`src/rtl/udp_rx_port_demux.sv`:
```
// ---------------------------------------------------------------------------
// udp_rx_port_demux
//
// UDP receive back end. It takes one datagram at a time from the UDP stack as
// a header followed by a byte payload stream. It steers the datagram to one of
// NUM_CH output channels by matching the destination port. A datagram that
// matches no enabled channel is drained from the input and dropped.
//
// Optional feature macro: UDP_RX_STATS_EN
//   defined   -> per-channel accepted-datagram counters and a dropped-datagram
//                counter are built. They wrap and are cleared only by rst_n.
//   undefined -> the stat ports remain and are tied to zero.
//
// Parameters
//   NUM_CH     number of output channels (1..8)
//   HDR_BYTES  bytes subtracted from s_udp_length to form m_payload_len
//   CNT_W      width of each statistics counter
//
// Ports
//   logic_clk, rst_n            clock, asynchronous active-low reset
//   s_udp_hdr_*                 input header handshake: source IP, dest port,
//                               and UDP length
//   s_udp_payload_axis_*        input payload byte stream
//   cfg_port / cfg_en           listen port of channel i at [16i+15:16i] and
//                               the per-channel enable; both are sampled only
//                               at header acceptance
//   m_hdr_valid / m_hdr_ready   one-hot output header handshake
//   m_source_ip, m_payload_len  latched header fields, shared by all channels
//   m_axis_*                    payload stream; data/last/user are shared and
//                               tvalid is one-hot
//   drop_pulse                  high during the last byte of a dropped datagram
//   stat_rx_cnt, stat_drop_cnt  statistics counters
// ---------------------------------------------------------------------------
module udp_rx_port_demux #(
    parameter int NUM_CH    = 4,
    parameter int HDR_BYTES = 8,
    parameter int CNT_W     = 32
) (
    input  logic                      logic_clk,
    input  logic                      rst_n,
    input  logic                      s_udp_hdr_valid,
    output logic                      s_udp_hdr_ready,
    input  logic [31:0]               s_udp_ip_source_ip,
    input  logic [15:0]               s_udp_dest_port,
    input  logic [15:0]               s_udp_length,
    input  logic [7:0]                s_udp_payload_axis_tdata,
    input  logic                      s_udp_payload_axis_tvalid,
    output logic                      s_udp_payload_axis_tready,
    input  logic                      s_udp_payload_axis_tlast,
    input  logic                      s_udp_payload_axis_tuser,
    input  logic [16*NUM_CH-1:0]      cfg_port,
    input  logic [NUM_CH-1:0]         cfg_en,
    output logic [NUM_CH-1:0]         m_hdr_valid,
    input  logic [NUM_CH-1:0]         m_hdr_ready,
    output logic [31:0]               m_source_ip,
    output logic [15:0]               m_payload_len,
    output logic [7:0]                m_axis_tdata,
    output logic [NUM_CH-1:0]         m_axis_tvalid,
    input  logic [NUM_CH-1:0]         m_axis_tready,
    output logic                      m_axis_tlast,
    output logic                      m_axis_tuser,
    output logic                      drop_pulse,
    output logic [CNT_W*NUM_CH-1:0]   stat_rx_cnt,
    output logic [CNT_W-1:0]          stat_drop_cnt
);

    localparam int SEL_W = (NUM_CH > 1) ? $clog2(NUM_CH) : 1;

    typedef enum logic [1:0] {
        ST_IDLE = 2'd0,
        ST_HDR  = 2'd1,
        ST_PAY  = 2'd2,
        ST_DROP = 2'd3
    } state_t;

    // Port lookup result {found, index}. The scan runs from the top index down,
    // so the lowest matching index is the last one written and wins.
    function automatic logic [SEL_W:0] find_port(
        input logic [16*NUM_CH-1:0] ports,
        input logic [NUM_CH-1:0]    en,
        input logic [15:0]          port
    );
        logic [SEL_W:0] res;
        res = '0;
        for (int i = NUM_CH - 1; i >= 0; i--) begin
            if (en[i] && (ports[16*i +: 16] == port)) begin
                res = {1'b1, SEL_W'(i)};
            end
        end
        return res;
    endfunction

    // The payload length saturates at zero. A runt length field must not
    // wrap to a huge value.
    function automatic logic [15:0] sat_payload_len(input logic [15:0] len);
        logic [15:0] res;
        if (len < 16'(HDR_BYTES)) begin
            res = 16'd0;
        end else begin
            res = len - 16'(HDR_BYTES);
        end
        return res;
    endfunction

    state_t              state_r;
    state_t              state_s;
    logic [SEL_W-1:0]    sel_r;
    logic [NUM_CH-1:0]   hdr_valid_r;
    logic [31:0]         source_ip_r;
    logic [15:0]         payload_len_r;

    logic [SEL_W:0]      match_s;
    logic                match_found_s;
    logic [SEL_W-1:0]    match_idx_s;
    logic [NUM_CH-1:0]   match_onehot_s;
    logic [NUM_CH-1:0]   sel_onehot_s;
    logic                hdr_hs_s;
    logic                beat_hs_s;
    logic                last_hs_s;

    // Port lookup and one-hot decodes of the lookup result and the latched selection
    always_comb begin
        match_s        = find_port(cfg_port, cfg_en, s_udp_dest_port);
        match_found_s  = match_s[SEL_W];
        match_idx_s    = match_s[SEL_W-1:0];
        match_onehot_s = '0;
        sel_onehot_s   = '0;
        for (int i = 0; i < NUM_CH; i++) begin
            match_onehot_s[i] = match_found_s && (match_idx_s == SEL_W'(i));
            sel_onehot_s[i]   = (sel_r == SEL_W'(i));
        end
    end

    // Handshake qualifiers used by the FSM, the datapath registers and the counters
    always_comb begin
        hdr_hs_s  = s_udp_hdr_valid && s_udp_hdr_ready;
        beat_hs_s = s_udp_payload_axis_tvalid && s_udp_payload_axis_tready;
        last_hs_s = beat_hs_s && s_udp_payload_axis_tlast;
    end

    // FSM state register
    always_ff @(posedge logic_clk or negedge rst_n) begin
        if (!rst_n) begin
            state_r <= ST_IDLE;
        end else begin
            state_r <= state_s;
        end
    end

    // FSM next-state logic
    always_comb begin
        state_s = state_r;
        case (state_r)
            ST_IDLE: begin
                if (hdr_hs_s) begin
                    if (match_found_s) begin
                        state_s = ST_HDR;
                    end else begin
                        state_s = ST_DROP;
                    end
                end else begin
                    state_s = ST_IDLE;
                end
            end
            ST_HDR: begin
                if (m_hdr_ready[sel_r]) begin
                    state_s = ST_PAY;
                end else begin
                    state_s = ST_HDR;
                end
            end
            ST_PAY, ST_DROP: begin
                if (last_hs_s) begin
                    state_s = ST_IDLE;
                end else begin
                    state_s = state_r;
                end
            end
            default: begin
                state_s = ST_IDLE;
            end
        endcase
    end

    // Header capture, channel selection and the registered one-hot header valid
    always_ff @(posedge logic_clk or negedge rst_n) begin
        if (!rst_n) begin
            sel_r         <= '0;
            hdr_valid_r   <= '0;
            source_ip_r   <= 32'd0;
            payload_len_r <= 16'd0;
        end else begin
            if ((state_r == ST_IDLE) && hdr_hs_s) begin
                sel_r         <= match_idx_s;
                hdr_valid_r   <= match_onehot_s;
                source_ip_r   <= s_udp_ip_source_ip;
                payload_len_r <= sat_payload_len(s_udp_length);
            end else if ((state_r == ST_HDR) && m_hdr_ready[sel_r]) begin
                hdr_valid_r   <= '0;
            end
        end
    end

    // Handshake and steering outputs. The payload path is zero-latency, so the
    // upstream ready comes straight from the selected channel.
    always_comb begin
        s_udp_hdr_ready           = 1'b0;
        s_udp_payload_axis_tready = 1'b0;
        m_axis_tvalid             = '0;
        drop_pulse                = 1'b0;
        case (state_r)
            ST_IDLE: begin
                s_udp_hdr_ready = 1'b1;
            end
            ST_HDR: begin
                s_udp_hdr_ready = 1'b0;
            end
            ST_PAY: begin
                s_udp_payload_axis_tready = m_axis_tready[sel_r];
                m_axis_tvalid = sel_onehot_s & {NUM_CH{s_udp_payload_axis_tvalid}};
            end
            ST_DROP: begin
                s_udp_payload_axis_tready = 1'b1;
                drop_pulse = s_udp_payload_axis_tvalid && s_udp_payload_axis_tlast;
            end
            default: begin
                s_udp_hdr_ready = 1'b0;
            end
        endcase
    end

    // Shared data outputs. They toggle freely because only the valids are qualified.
    always_comb begin
        m_hdr_valid   = hdr_valid_r;
        m_source_ip   = source_ip_r;
        m_payload_len = payload_len_r;
        m_axis_tdata  = s_udp_payload_axis_tdata;
        m_axis_tlast  = s_udp_payload_axis_tlast;
        m_axis_tuser  = s_udp_payload_axis_tuser;
    end

`ifdef UDP_RX_STATS_EN
    logic [NUM_CH-1:0][CNT_W-1:0] rx_cnt_r;
    logic [CNT_W-1:0]             drop_cnt_r;

    // Statistics counters. They count completed datagrams and wrap naturally.
    always_ff @(posedge logic_clk or negedge rst_n) begin
        if (!rst_n) begin
            rx_cnt_r   <= '0;
            drop_cnt_r <= '0;
        end else begin
            for (int i = 0; i < NUM_CH; i++) begin
                if ((state_r == ST_PAY) && last_hs_s && sel_onehot_s[i]) begin
                    rx_cnt_r[i] <= rx_cnt_r[i] + CNT_W'(1);
                end
            end
            if (drop_pulse) begin
                drop_cnt_r <= drop_cnt_r + CNT_W'(1);
            end
        end
    end

    assign stat_rx_cnt   = rx_cnt_r;
    assign stat_drop_cnt = drop_cnt_r;
`else
    assign stat_rx_cnt   = '0;
    assign stat_drop_cnt = '0;
`endif

endmodule
```
`config.mk`:
```
export PLATFORM = sky130hd
export DESIGN_NAME = udp_rx_port_demux
export DESIGN_NICKNAME = d
export VERILOG_FILES = /design/src/rtl/udp_rx_port_demux.sv
export SDC_FILE = /design/constraint.sdc
export NUM_CORES = 1
export LEC_CHECK = 0
export BUFFER_PORTS_ARGS = -buffer_cell sky130_fd_sc_hd__buf_2
export CORE_AREA = 2 2 150 152
export DETAILED_ROUTE_END_ITERATION = 10
export DIE_AREA = 0 0 152 154
export PLACE_DENSITY = 0.52
export SETUP_SLACK_MARGIN = 0.02
export SLEW_MARGIN = 20
export SYNTH_ARGS = -nofsm -noshare
export SYNTH_HDL_FRONTEND = slang
export SYNTH_SLANG_ARGS = --single-unit
```
`constraint.sdc`:
```
create_clock -name logic_clk -period 2.3 [get_ports logic_clk]
set_clock_uncertainty 0.05 [all_clocks]
set_input_delay 0.46 -clock logic_clk [delete_from_list [all_inputs] [get_ports logic_clk]]
set_output_delay 0.46 -clock logic_clk [all_outputs]
set_load 0.01 [all_outputs]
```
==> metrics <==
drt total wl=11.9 mm; Clock Path Buffers=2; largest net degree at the start of global routing=57; Initial Util=0.212; remaining antenna violation count=0; Post-Syn Instances=473; vias in the first global route=3041; yosys warns=0; Syn Area/Cell=9.73 um2; placed cells=935; period utilisation layout=0.921; footprint of the multi-input gates=2380 um2; Final Non-Filler Cells=943; status=finished clean; fmax=472 MHz; Max Transition Viols Final=0; Via density=3.50; Static Leak=2.74 nW; DP Wirelength=10.3 mm; Final Cell Area=5410 um2; gr usage total=0.0951; GPL Wtd Cong=0.701; register area share after synthesis=0.304; share of layout cells above drive strength 1=0.416; layout filler cell count=2373; register area=1400 um2; total negative slack=0 ps; initial antenna violation count=0; number of buffers created by CTS=5; Final min period=2120 ps; FP Rows=54; clock latency on the worst-skew pair=290 ps; DR iter-0 viols=83; global-route wire length before repair=17.3 mm; 1st-pass router iterations=4; # setup viols final=0; Top delay family on crit path=multiplexers; Peak supply drop=324 uV; Critical Path Source Type=register; CTS Root Cell=clkbuf_16; cell chain of the critical path=mux4_2 -> nor2_1 -> nor2b_1 -> buf_2; CTS tree=built; quantity of hold-fixing buffers added after cts=0; Boundary Pins=383; unrepaired setup endpoints after global routing=no; Final Hold Vio Count=0; clock slew at reported path FFs=80 ps; Die Y=154 um; vias=3299; core box area=21700 um2; WP buf/inv=1; Die W=152 um; layout net count=817; H-tree Lvls=2; slowest stage cell, crit path=mux4_2; Routed WL per cell=12.6 um; Arr. time, crit path=1610 ps; post-synth cell types=44; Crit path required time=1790 ps; total of max-cap violations=0; Max stage delay on crit path=540 ps; IO Port Bufs=204; clock tree sinks=56; Diodes inserted=0; total grt overflow=0; area grow syn2layout=17.5%; Synth Cell Area=4600 um2; CP Class=reg2out; Pwr Density=821 nW/um2; # Post-CTS Setup Buffers=0; Seq cells post-synth=56; die area=23400 um2; critical path endpoint category=output pin; placed inst area=5250 um2; post-CTS resize count=0; hold crit path type=in2async; CP Max Fanout=2; drt drc=0
-- where the power goes --
| part | internal, mW | switching [mW] |
|---|---|---|
| Sequential | 1.43 | 0.223 |
| Clock | 0.414 | 0.379 |
| Combinational | 0.932 | 1.06 |
-- per-stage QoR --
step / hold slack [ps] / utilization / setup slack (ps) / power (mW)
CTS: 110 / 0.249 / 181 / 4.52
global placement: 407 / 0.242 / 178 / 3.68
detailed placement: 417 / 0.242 / 127 / 3.71
floorplan: 114 / - / 593 / 3.06
global route: 126 / 0.249 / 97.9 / 4.77
finish: 102 / 0.249 / 182 / 4.44
-- routing by layer --
layer	GRT usage	vias up	part of all wire
met2	0.170	225	0.50
met1	0.112	1473	0.39
met5	0	-	0
met4	0.0258	0	0.013
li1	-	1593	-
met3	0.0256	8	0.093
-- cell families after synthesis --
family,count (synthesis),synth area share
and+or+nand+nor,84,0.104
DFF,56,0.304
adders and majority gates,1,0.00272
AOI/OAI and AO/OA,31,0.0473
buffers and inverters,192,0.309
muxes,36,0.0924
xor gates and xnor gates,72,0.140
other,1,0.000815
-- cell usage after synthesis, drive strengths merged --
library cell  instances  share of area
nand2b                2         0.0043
nor2b                 4         0.0054
a21boi                2         0.0033
inv                   2         0.0016
a31o                  1         0.0019
nand2                31          0.025
a21o                  1         0.0016
buf                 190           0.31
and3b                 1         0.0019
nand3b                1         0.0016
nor2                 12          0.010
and2                  1         0.0014
nand3                 6         0.0076
nor3b                 1         0.0016
and3                  2         0.0027
nor4                  7          0.017
xor2                  8          0.015
o31a                  1         0.0019
a22o                  3         0.0057
mux2                 32          0.078
nand4b                1         0.0033
mux2i                 2         0.0043
dfrtp                56           0.30
ha                    1         0.0027
xnor2                64           0.13
o211ai                1         0.0016
a21oi                 1         0.0011
conb                  1        0.00081
o21ai                21          0.030
mux4                  2         0.0098
nand4                12          0.016
nor3                  3         0.0043
-- registers in the layout (all words and copies together) (netlist names) --
register and flops:
m_source_ip 32, m_payload_len 16, sel_r 2, m_hdr_valid 4, state_r 2
-- final cells by class --
class	instances	area share
multi-input combinational	384	0.440
sequential	56	0.259
timing repair buffer	213	0.206
tap	280	0.0648
clock buffer	5	0.0231
clock inverter	3	0.00509
inverter	2	0.00139
-- final timing paths --
check                                  startpoint                        end  depth (start not counted)  slack [ps]
max                                      sel_r[0]  s_udp_payload_axis_tready                          4         180
min reg2reg                     m_payload_len[15]          m_payload_len[15]                          2         430
max reg2reg                              sel_r[0]             m_hdr_valid[1]                          6         470
max in group asynchronous                   rst_n                 state_r[1]                          2        1820
min in group logic_clk     s_udp_ip_source_ip[20]            m_source_ip[20]                          2         340
min                                         rst_n            m_source_ip[24]                          2         100
-- placed cells by master (no fill, tap or decap), types with 2 or more instances in the layout --
cell         n
buf_12       2
mux2_2      32
mux2i_1      2
nand3_1      5
inv_1        2
mux4_2       2
o21ai_2      9
xor2_1       8
o21ai_1      7
a22o_1       3
and3_1       2
nand2_1     30
a21boi_1     2
nor4_4       2
xnor2_1     62
nand4_1     12
nor2_1      11
xnor2_2      2
nor4_1       4
buf_4        7
o21ai_0      5
nor2b_1      4
buf_2      204
dfrtp_1     56
clkbuf_16    5
conb_1     160
nor3_1       2
No activity file was read; power rests on OpenSTA's default activity.
